--- src/rtl/pixel_packer.sv ---
// Packs a byte stream into 3-byte (RGB) or 4-byte (RGBW) pixels tagged with EOF/PAD,
// hands them to the LED FIFO under backpressure, and keeps per-frame pixel statistics.
module pixel_packer #(
  parameter int CNT_W = 16
) (
  input  logic             CLK,
  input  logic             RST,
  input  logic             ENABLE,
  input  logic [7:0]       FORMAT,
  input  logic             BYTE_VALID,
  input  logic [7:0]       BYTE_DATA,
  input  logic             BYTE_LAST,
  output logic             BYTE_READY,
  input  logic             FIFO_FULL,
  output logic             FIFO_WE,
  output logic [33:0]      FIFO_WDATA,
  input  logic             CLR_ERR,
  output logic             PARTIAL_ERR,
  output logic             FRAME_DONE,
  output logic [CNT_W-1:0] PIXEL_COUNT,
  output logic [CNT_W-1:0] LAST_FRAME_PIXELS
);

  typedef enum logic {
    ACCUM,
    WRITE
  } state_t;

  state_t      state;
  logic [1:0]  idx;
  logic [1:0]  fmt_lat;
  logic [1:0]  fmt_cur;
  logic [1:0]  last_idx;
  logic [1:0]  lane;
  logic [31:0] acc;
  logic [31:0] acc_next;
  logic        accept;
  logic        done_pix;
  logic        pad;
  logic        unused_fmt;

  assign unused_fmt = ^FORMAT[7:2];

  assign BYTE_READY = !RST && ENABLE && (state == ACCUM);
  assign FIFO_WE    = !RST && ENABLE && (state == WRITE) && !FIFO_FULL;
  assign accept     = BYTE_VALID && BYTE_READY;

  function automatic logic [CNT_W-1:0] sat_inc(input logic [CNT_W-1:0] v);
    return (&v) ? v : v + 1'b1;
  endfunction

  // The format in force for the byte at index 0 is the live input; later bytes
  // of the same pixel use the copy latched when index 0 was accepted.
  always_comb begin
    fmt_cur  = (idx == 2'd0) ? FORMAT[1:0] : fmt_lat;
    last_idx = fmt_cur[0] ? 2'd3 : 2'd2;
    lane     = fmt_cur[1] ? idx : (last_idx - idx);
    acc_next = (idx == 2'd0) ? '0 : acc;
    acc_next[{lane, 3'b000} +: 8] = BYTE_DATA;
    done_pix = (idx == last_idx) || BYTE_LAST;
    pad      = (idx != last_idx);
  end

  always_ff @(posedge CLK) begin
    if (RST) begin
      state             <= ACCUM;
      idx               <= '0;
      fmt_lat           <= '0;
      acc               <= '0;
      FIFO_WDATA        <= '0;
      PARTIAL_ERR       <= 1'b0;
      FRAME_DONE        <= 1'b0;
      PIXEL_COUNT       <= '0;
      LAST_FRAME_PIXELS <= '0;
    end else begin
      FRAME_DONE <= 1'b0;
      if (CLR_ERR) begin
        PARTIAL_ERR <= 1'b0;
      end
      if (!ENABLE) begin
        state       <= ACCUM;
        idx         <= '0;
        PIXEL_COUNT <= '0;
      end else begin
        case (state)
          ACCUM: begin
            if (accept) begin
              if (idx == 2'd0) begin
                fmt_lat <= FORMAT[1:0];
              end
              acc <= acc_next;
              if (done_pix) begin
                FIFO_WDATA <= {BYTE_LAST, pad, acc_next};
                // A partial pixel sets the flag after any clear above, so set wins.
                if (pad) begin
                  PARTIAL_ERR <= 1'b1;
                end
                state <= WRITE;
                idx   <= '0;
              end else begin
                idx <= idx + 2'd1;
              end
            end
          end
          WRITE: begin
            if (!FIFO_FULL) begin
              state <= ACCUM;
              if (FIFO_WDATA[33]) begin
                LAST_FRAME_PIXELS <= sat_inc(PIXEL_COUNT);
                PIXEL_COUNT       <= '0;
                FRAME_DONE        <= 1'b1;
              end else begin
                PIXEL_COUNT <= sat_inc(PIXEL_COUNT);
              end
            end
          end
          default: state <= ACCUM;
        endcase
      end
    end
  end

endmodule

--- config.mk ---
export PLATFORM = sky130hd
export DESIGN_NAME = pixel_packer
export DESIGN_NICKNAME = d
export VERILOG_FILES = /design/src/rtl/pixel_packer.sv
export SDC_FILE = /design/constraint.sdc
export NUM_CORES = 1
export LEC_CHECK = 0
export ABC_AREA = 1
export ABC_CLOCK_PERIOD_IN_PS = 4000
export CORE_MARGIN = 10
export CORE_UTILIZATION = 45
export CTS_CLUSTER_DIAMETER = 50
export DETAILED_ROUTE_END_ITERATION = 6
export GPL_TIMING_DRIVEN = 0
export HOLD_SLACK_MARGIN = 0.12
export PLACE_DENSITY = 0.66
export SLEW_MARGIN = 20
export SYNTH_ARGS = -nofsm -noshare
export SYNTH_HDL_FRONTEND = slang
export SYNTH_SLANG_ARGS = --single-unit
--- constraint.sdc ---
create_clock -name CLK -period 4 [get_ports CLK]
set_clock_uncertainty 0.05 [all_clocks]
set_input_delay 0.4 -clock CLK [delete_from_list [all_inputs] [get_ports CLK]]
set_output_delay 0.4 -clock CLK [all_outputs]
set_load 0.01 [all_outputs]
==> results of run 1 <==
==> state kept, by name, indices dropped and copies added, names as in the netlist <==
register	count
LAST_FRAME_PIXELS	16
PIXEL_COUNT	16
idx	2
FRAME_DONE	1
PARTIAL_ERR	1
state	1
acc	32
fmt_lat	2
FIFO_WDATA	34
==> cell usage in the layout (no fill, tap or decap), drive strengths merged, types with 2 or more instances in the layout <==
cell	count
buf	23
inv	89
xor2	5
nor2	155
xnor2	5
nand2	182
nor3	2
nand4	18
nand3	52
clkdlybuf4s50	85
dfxtp	105
ha	5
o21ai	58
clkbuf	28
clkinv	7
a21oi	52
a31oi	13
o21bai	2
==> per-layer routing <==
metal	up-vias	part of all wire
met1	2424	0.44
met2	145	0.47
met5	-	0
met3	18	0.069
li1	2701	-
met4	0	0.016
==> synth_stat cells <==
library cell    n  area, um^2
a21oi_1        52         260
dfxtp_1       105        2100
clkinv_2        1        5.00
buf_2          11        55.1
o21ai_0        53         265
buf_1           1        3.75
o32ai_1         1        8.76
clkbuf_1       16        60.1
clkinv_1        3        11.3
a211oi_1        1        7.51
buf_4           5        37.5
nor2_1        152         571
nand2_2         6        37.5
xor2_1          5        43.8
buf_6           6        67.6
nor2_2          1        6.26
inv_2           4        15.0
nand3_2         3        30.0
ha_1            5        62.6
nor2_4          1        11.3
o21ai_1         5        25.0
nand2_1       174         653
nor2_8          1        20.0
nand2_4         2        22.5
o21bai_1        2        15.0
inv_1          85         319
xnor2_1         5        43.8
nand3_1        49         245
or2_2           1        6.26
a31oi_1        13        81.3
nand3b_1        1        7.51
nand4_1        18         113
nor3_1          2        10.0
==> through the flow <==
stage | hold WS [ns] | instance area, um^2 | setup WS [ns] | power [mW]
after global placement | 0.391 | 6250 | 0.858 | 1.34
after floorplan | 0.379 | 5220 | 1.38 | 1.25
after CTS | 0.402 | 6550 | 0.739 | 2.24
final | 0.411 | 6550 | 0.672 | 2.23
after detailed placement | 0.407 | 6250 | 0.762 | 1.34
after global routing | 0.429 | 6550 | 0.410 | 2.32
==> final timing paths <==
check | start | cells past startpoint | end | slack (ns)
worst max register to register | idx[0] | 17 | acc[14] | 0.67
worst min-delay path | RST | 4 | LAST_FRAME_PIXELS[2] | 0.41
worst max-delay path | idx[0] | 17 | acc[14] | 0.67
worst min register to register | fmt_lat[1] | 2 | fmt_lat[1] | 0.41
==> critical path, stage by stage, from the launching register on <==
cell and delay [ns]:
dfxtp_1 0.40, inv_1 0.12, ha_1 0.26, inv_2 0.17
nand2_1 0.09, nand2_2 0.11, nand2_1 0.07, nand2_1 0.06
nand2_1 0.08, buf_6 0.16, inv_1 0.14, ha_1 0.17
clkinv_1 0.24, nor2_1 0.44, nand2_1 0.11, o21ai_0 0.34
nand2_1 0.10, a21oi_1 0.13
==> power groups by stage <==
stage / registers (mW) / logic, mW / clock network [mW]
floorplan: 1.11 / 0.136 / 0
global placement: 1.11 / 0.228 / 0
detailed placement: 1.11 / 0.230 / 0
CTS: 1.09 / 0.232 / 0.925
global route: 1.09 / 0.258 / 0.968
finish: 1.09 / 0.234 / 0.911
==> layout make-up <==
cell class,instances,area [um^2],area share
Buffer,39,224,0.0342
Clock buffer,12,246,0.0376
Clock inverter,4,52.6,0.00802
Inverter,93,350,0.0535
Multi-Input combinational cell,553,2550,0.389
Sequential cell,105,2100,0.321
Tap cell,143,179,0.0273
Timing Repair Buffer,85,851,0.130
==> cells by family (layout without fill, tap and decap cells) <==
family	Yosys count	in the layout	synth area share
simple gates	411	411	0.332
flops	105	105	0.402
compound gates	127	127	0.127
xor+xnor	10	10	0.0168
buf+inv	132	233	0.110
fa+ha+maj	5	5	0.0120
==> impl_metrics.tcl, run 1 <==
set metrics [dict create \
    routedWlPerCell_um 15.4 \
    numCtsBuffers 9 \
    dp.cells 1018 \
    vdd_drop_max_v 0.000326 \
    fin_crit_ns 3.33 \
    route.detailed.drc 0 \
    pwr-share-seq 0.487 \
    synth_seq_area_share 0.402 \
    use_met1 0.243 \
    dieHeight_um 128 \
    antenna_found_initial 0 \
    synth_cell_types 33 \
    design.die.area_um2 16300 \
    netSwitchingFraction 0.255 \
    antenna_left 0 \
    wirelength_um 15900 \
    grt_pass1_wl_um 25700 \
    hold_path_class "in2reg" \
    cts_resized 0 \
    synth.avg_cell_area_um2 6.61 \
    ys_ff_latch 105 \
    status "complete, no violations" \
    insertion_delay_ns 0.36 \
    post_route_cells_drive_above_1_share 0.0629 \
    synth_area_um2 5220 \
    p_int_mw 1.66 \
    instances_no_fill 1034 \
    root_buffer "clkbuf_16" \
    critical_path_class "reg2reg" \
    required_ns 4.24 \
    startpoint_type "flip-flop" \
    finalSetupTns_ns 0 \
    grt_overflow 0 \
    core_um2 11400 \
    via_per_inst 5.11 \
    num_io_pins 93 \
    fill_cells 1133 \
    maxClockFrequency_mhz 301 \
    die_w_um 128 \
    drv_cap 0 \
    cts_tree "yes" \
    clk_pin_slew_ns 0.07 \
    postCtsSetupBuffers 0 \
    worstPathMaxFanout 10 \
    diodes 0 \
    final_core_util 0.576 \
    power.leakage_nw 2.91 \
    holdBufCountCts 0 \
    synth_cells 790 \
    worst_pin_slew_ns 0.652 \
    num_vias 5288 \
    grtUsageTotal 0.195 \
    grt_pass1_vias 4929 \
    endpoint_kind "flip-flop" \
    synthToLayoutAreaGrowth_pct 25.4 \
    comb_power_share 0.105 \
    maxSlewHeadroom 0.565 \
    gp_congestion 0.926 \
    rsz0062_at_grt "no" \
    final_max_slew_viol_count 0 \
    numPortBuffers 85 \
    drt_iter0_markers 445 \
    worstPathArrival_ns 3.56 \
    p_per_area_nw_per_um2 341 \
    drt-pass1-iter-count 6 \
    synth_fp_nets 818 \
    hpwl_um 11900 \
    hold_violations 0 \
    clockPowerShare 0.409 \
    yosys_warnings 0 \
    setup_viol 0 \
    switching_power_mw 0.568 \
    fin_nets 914 \
    rows 39 \
    start_util 0.459 \
    top_usage_layer "met2" \
    grt_max_degree 17 \
    clockBufferDepth 2 \
    cts.sinks 105 \
    groute.layer.met2.usage 0.315 \
    post-route-period-util 0.832 \
    htree_levels 3 \
    grt_use_met3 0.0653 \
]
(Power assumes the default switching activity.)
==> inputs of run 2 (changes only) <==
--- a/config.mk
+++ b/config.mk
@@ -6,7 +6,7 @@
 export NUM_CORES = 1
 export LEC_CHECK = 0
 export ABC_AREA = 1
-export ABC_CLOCK_PERIOD_IN_PS = 4000
+export ABC_CLOCK_PERIOD_IN_PS = 3400
 export CORE_MARGIN = 10
 export CORE_UTILIZATION = 45
 export CTS_CLUSTER_DIAMETER = 50
==> constraint.sdc (replaced) <==
create_clock -name CLK -period 3.4 [get_ports CLK]
set_clock_uncertainty 0.05 [all_clocks]
set_input_delay 0.34 -clock CLK [delete_from_list [all_inputs] [get_ports CLK]]
set_output_delay 0.34 -clock CLK [all_outputs]
set_load 0.01 [all_outputs]
==> run 2 against run 1 <==
  * Final cell count did not move
  * Combinational power increased by 18%
  * Cell area increased by 0.13%
  * Die area did not move
  * First-iteration DRC count increased by 4.9%
  * Non-clock buffer count did not move
  * Sequential power rose by 17%
  * Critical path depth stayed put
  * Total power is 18% higher
  * Global-route usage did not move
  * Count of clock-buffer cells in the layout did not move
  * Largest cell class unchanged
==> impl_metrics.tcl, run 2 (same netlist as run 1, synthesis figures left out) <==
set metrics [dict create \
    status "complete, no violations" \
    holdBufCountCts 0 \
    largest_register_ffs 34 \
    fin_nets 914 \
    endpoint_kind "flip-flop" \
    final_cell_mix "nand2_1, nor2_1, dfxtp_1, inv_1, clkdlybuf4s50_1" \
    drt-pass1-iter-count 5 \
    dieHeight_um 128 \
    gp_congestion 0.926 \
    worstPathArrival_ns 3.41 \
    drt_iter0_markers 467 \
    grtUsageTotal 0.195 \
    diodes 0 \
    routedWlPerCell_um 15.4 \
    power.leakage_nw 2.91 \
    maxClockFrequency_mhz 315 \
    synthToLayoutAreaGrowth_pct 25.6 \
    htree_levels 3 \
    rrSetupSlack_ns 0.22 \
    root_buffer "clkbuf_16" \
    vdd_drop_max_v 0.000385 \
    hold_path_class "in2reg" \
    numCtsBuffers 9 \
    rows 39 \
    cts.sinks 105 \
    required_ns 3.64 \
    grt_max_degree 17 \
    antenna_found_initial 0 \
    startpoint_type "flip-flop" \
    antenna_left 0 \
    numPortBuffers 85 \
    start_util 0.459 \
    wirelength_um 15900 \
    hpwl_um 11900 \
    cts_tree "yes" \
    grt_pass1_vias 4929 \
    grt_pass1_wl_um 25700 \
    worstPathMaxFanout 10 \
    critical_path_class "reg2reg" \
    die_w_um 128 \
    drv_cap 0 \
    num_io_pins 93 \
    via_per_inst 5.10 \
    route.detailed.drc 0 \
    final_common_cell "nand2_1" \
    grt_overflow 0 \
    whs_ns 0.350 \
    hold_violations 0 \
    insertion_delay_ns 0.36 \
    maxSlewHeadroom 0.557 \
    design.die.area_um2 16300 \
    post_route_cells_drive_above_1_share 0.0651 \
    fin_crit_ns 3.18 \
    setup_viol 0 \
    worst_pin_slew_ns 0.664 \
    num_vias 5277 \
    final_max_slew_viol_count 0 \
    p_per_area_nw_per_um2 400 \
    clk_pin_slew_ns 0.07 \
    core_um2 11400 \
    regMostFlops "FIFO_WDATA" \
    final_core_util 0.577 \
    post-route-period-util 0.935 \
    clockBufferDepth 2 \
    finalSetupTns_ns 0 \
    top_regs "FIFO_WDATA x34, acc x32" \
]
run 2: report_power, final:
group	switching (mW)	leakage (nW)	internal (mW)
Combinational	0.176	1.92	0.101
Clock	0.477	0.147	0.594
Sequential	0.0158	0.852	1.26
run 2: worst paths after layout:
kind,cells past startpoint,start,endpoint
worst max-delay path,17,idx[0],acc[14]
worst min-delay path,4,RST,LAST_FRAME_PIXELS[2]
worst min register to register,2,fmt_lat[1],fmt_lat[1]
worst max register to register,17,idx[0],acc[14]
run 2: final cells by class:
type                            count  area [um^2]
Buffer                             39          225
Clock inverter                      4         52.6
Timing Repair Buffer               85          851
Tap cell                          143          179
Fill cell                        1130         4810
Multi-Input combinational cell    553         2550
Clock buffer                       12          246
Sequential cell                   105         2100
Inverter                           93          350
run 2: critical path: stages, from the launching register on:
cell and delay (ns):
dfxtp_1 0.39, inv_1 0.12, ha_1 0.26, inv_2 0.17, nand2_1 0.09, nand2_2 0.11, nand2_1 0.07, nand2_1 0.06
nand2_1 0.09, buf_6 0.16, inv_1 0.13, ha_1 0.17, clkinv_1 0.28, nor2_4 0.28, nand2_1 0.09, o21ai_0 0.35
nand2_1 0.10, a21oi_1 0.13
run 2: metrics by stage:
step	instance area [um^2]	worst slack (ns)	total power, mW	instances
after floorplan	5220	0.777	1.47	790
after global placement	6250	0.258	1.57	1018
after detailed placement	6250	0.162	1.58	1018
after CTS	6550	0.139	2.64	1034
after global routing	6560	-0.00896	2.73	1034
final	6560	0.222	2.63	1034
run 2: what timing repair did:
item	4_1_cts	5_1_grt
buffers inserted	0	0
gates resized for setup	0	4
endpoints found under the setup margin	0	27
run 2: layer usage:
layer | global-route usage | part of all wire | vias up
li1 | - | - | 2694
met1 | 0.243 | 0.44 | 2412
met3 | 0.0653 | 0.072 | 17
met4 | 0.0483 | 0.015 | 0
met5 | 0 | 0 | -
met2 | 0.315 | 0.47 | 154
==> inputs of run 3 (changes only) <==
--- a/config.mk
+++ b/config.mk
@@ -14,6 +14,7 @@
 export GPL_TIMING_DRIVEN = 0
 export HOLD_SLACK_MARGIN = 0.12
 export PLACE_DENSITY = 0.66
+export SKIP_CTS_REPAIR_TIMING = 1
 export SLEW_MARGIN = 20
 export SYNTH_ARGS = -nofsm -noshare
 export SYNTH_HDL_FRONTEND = slang
==> results of run 3 <==
Final layout, timing and power as in run 2 (identical DEF).
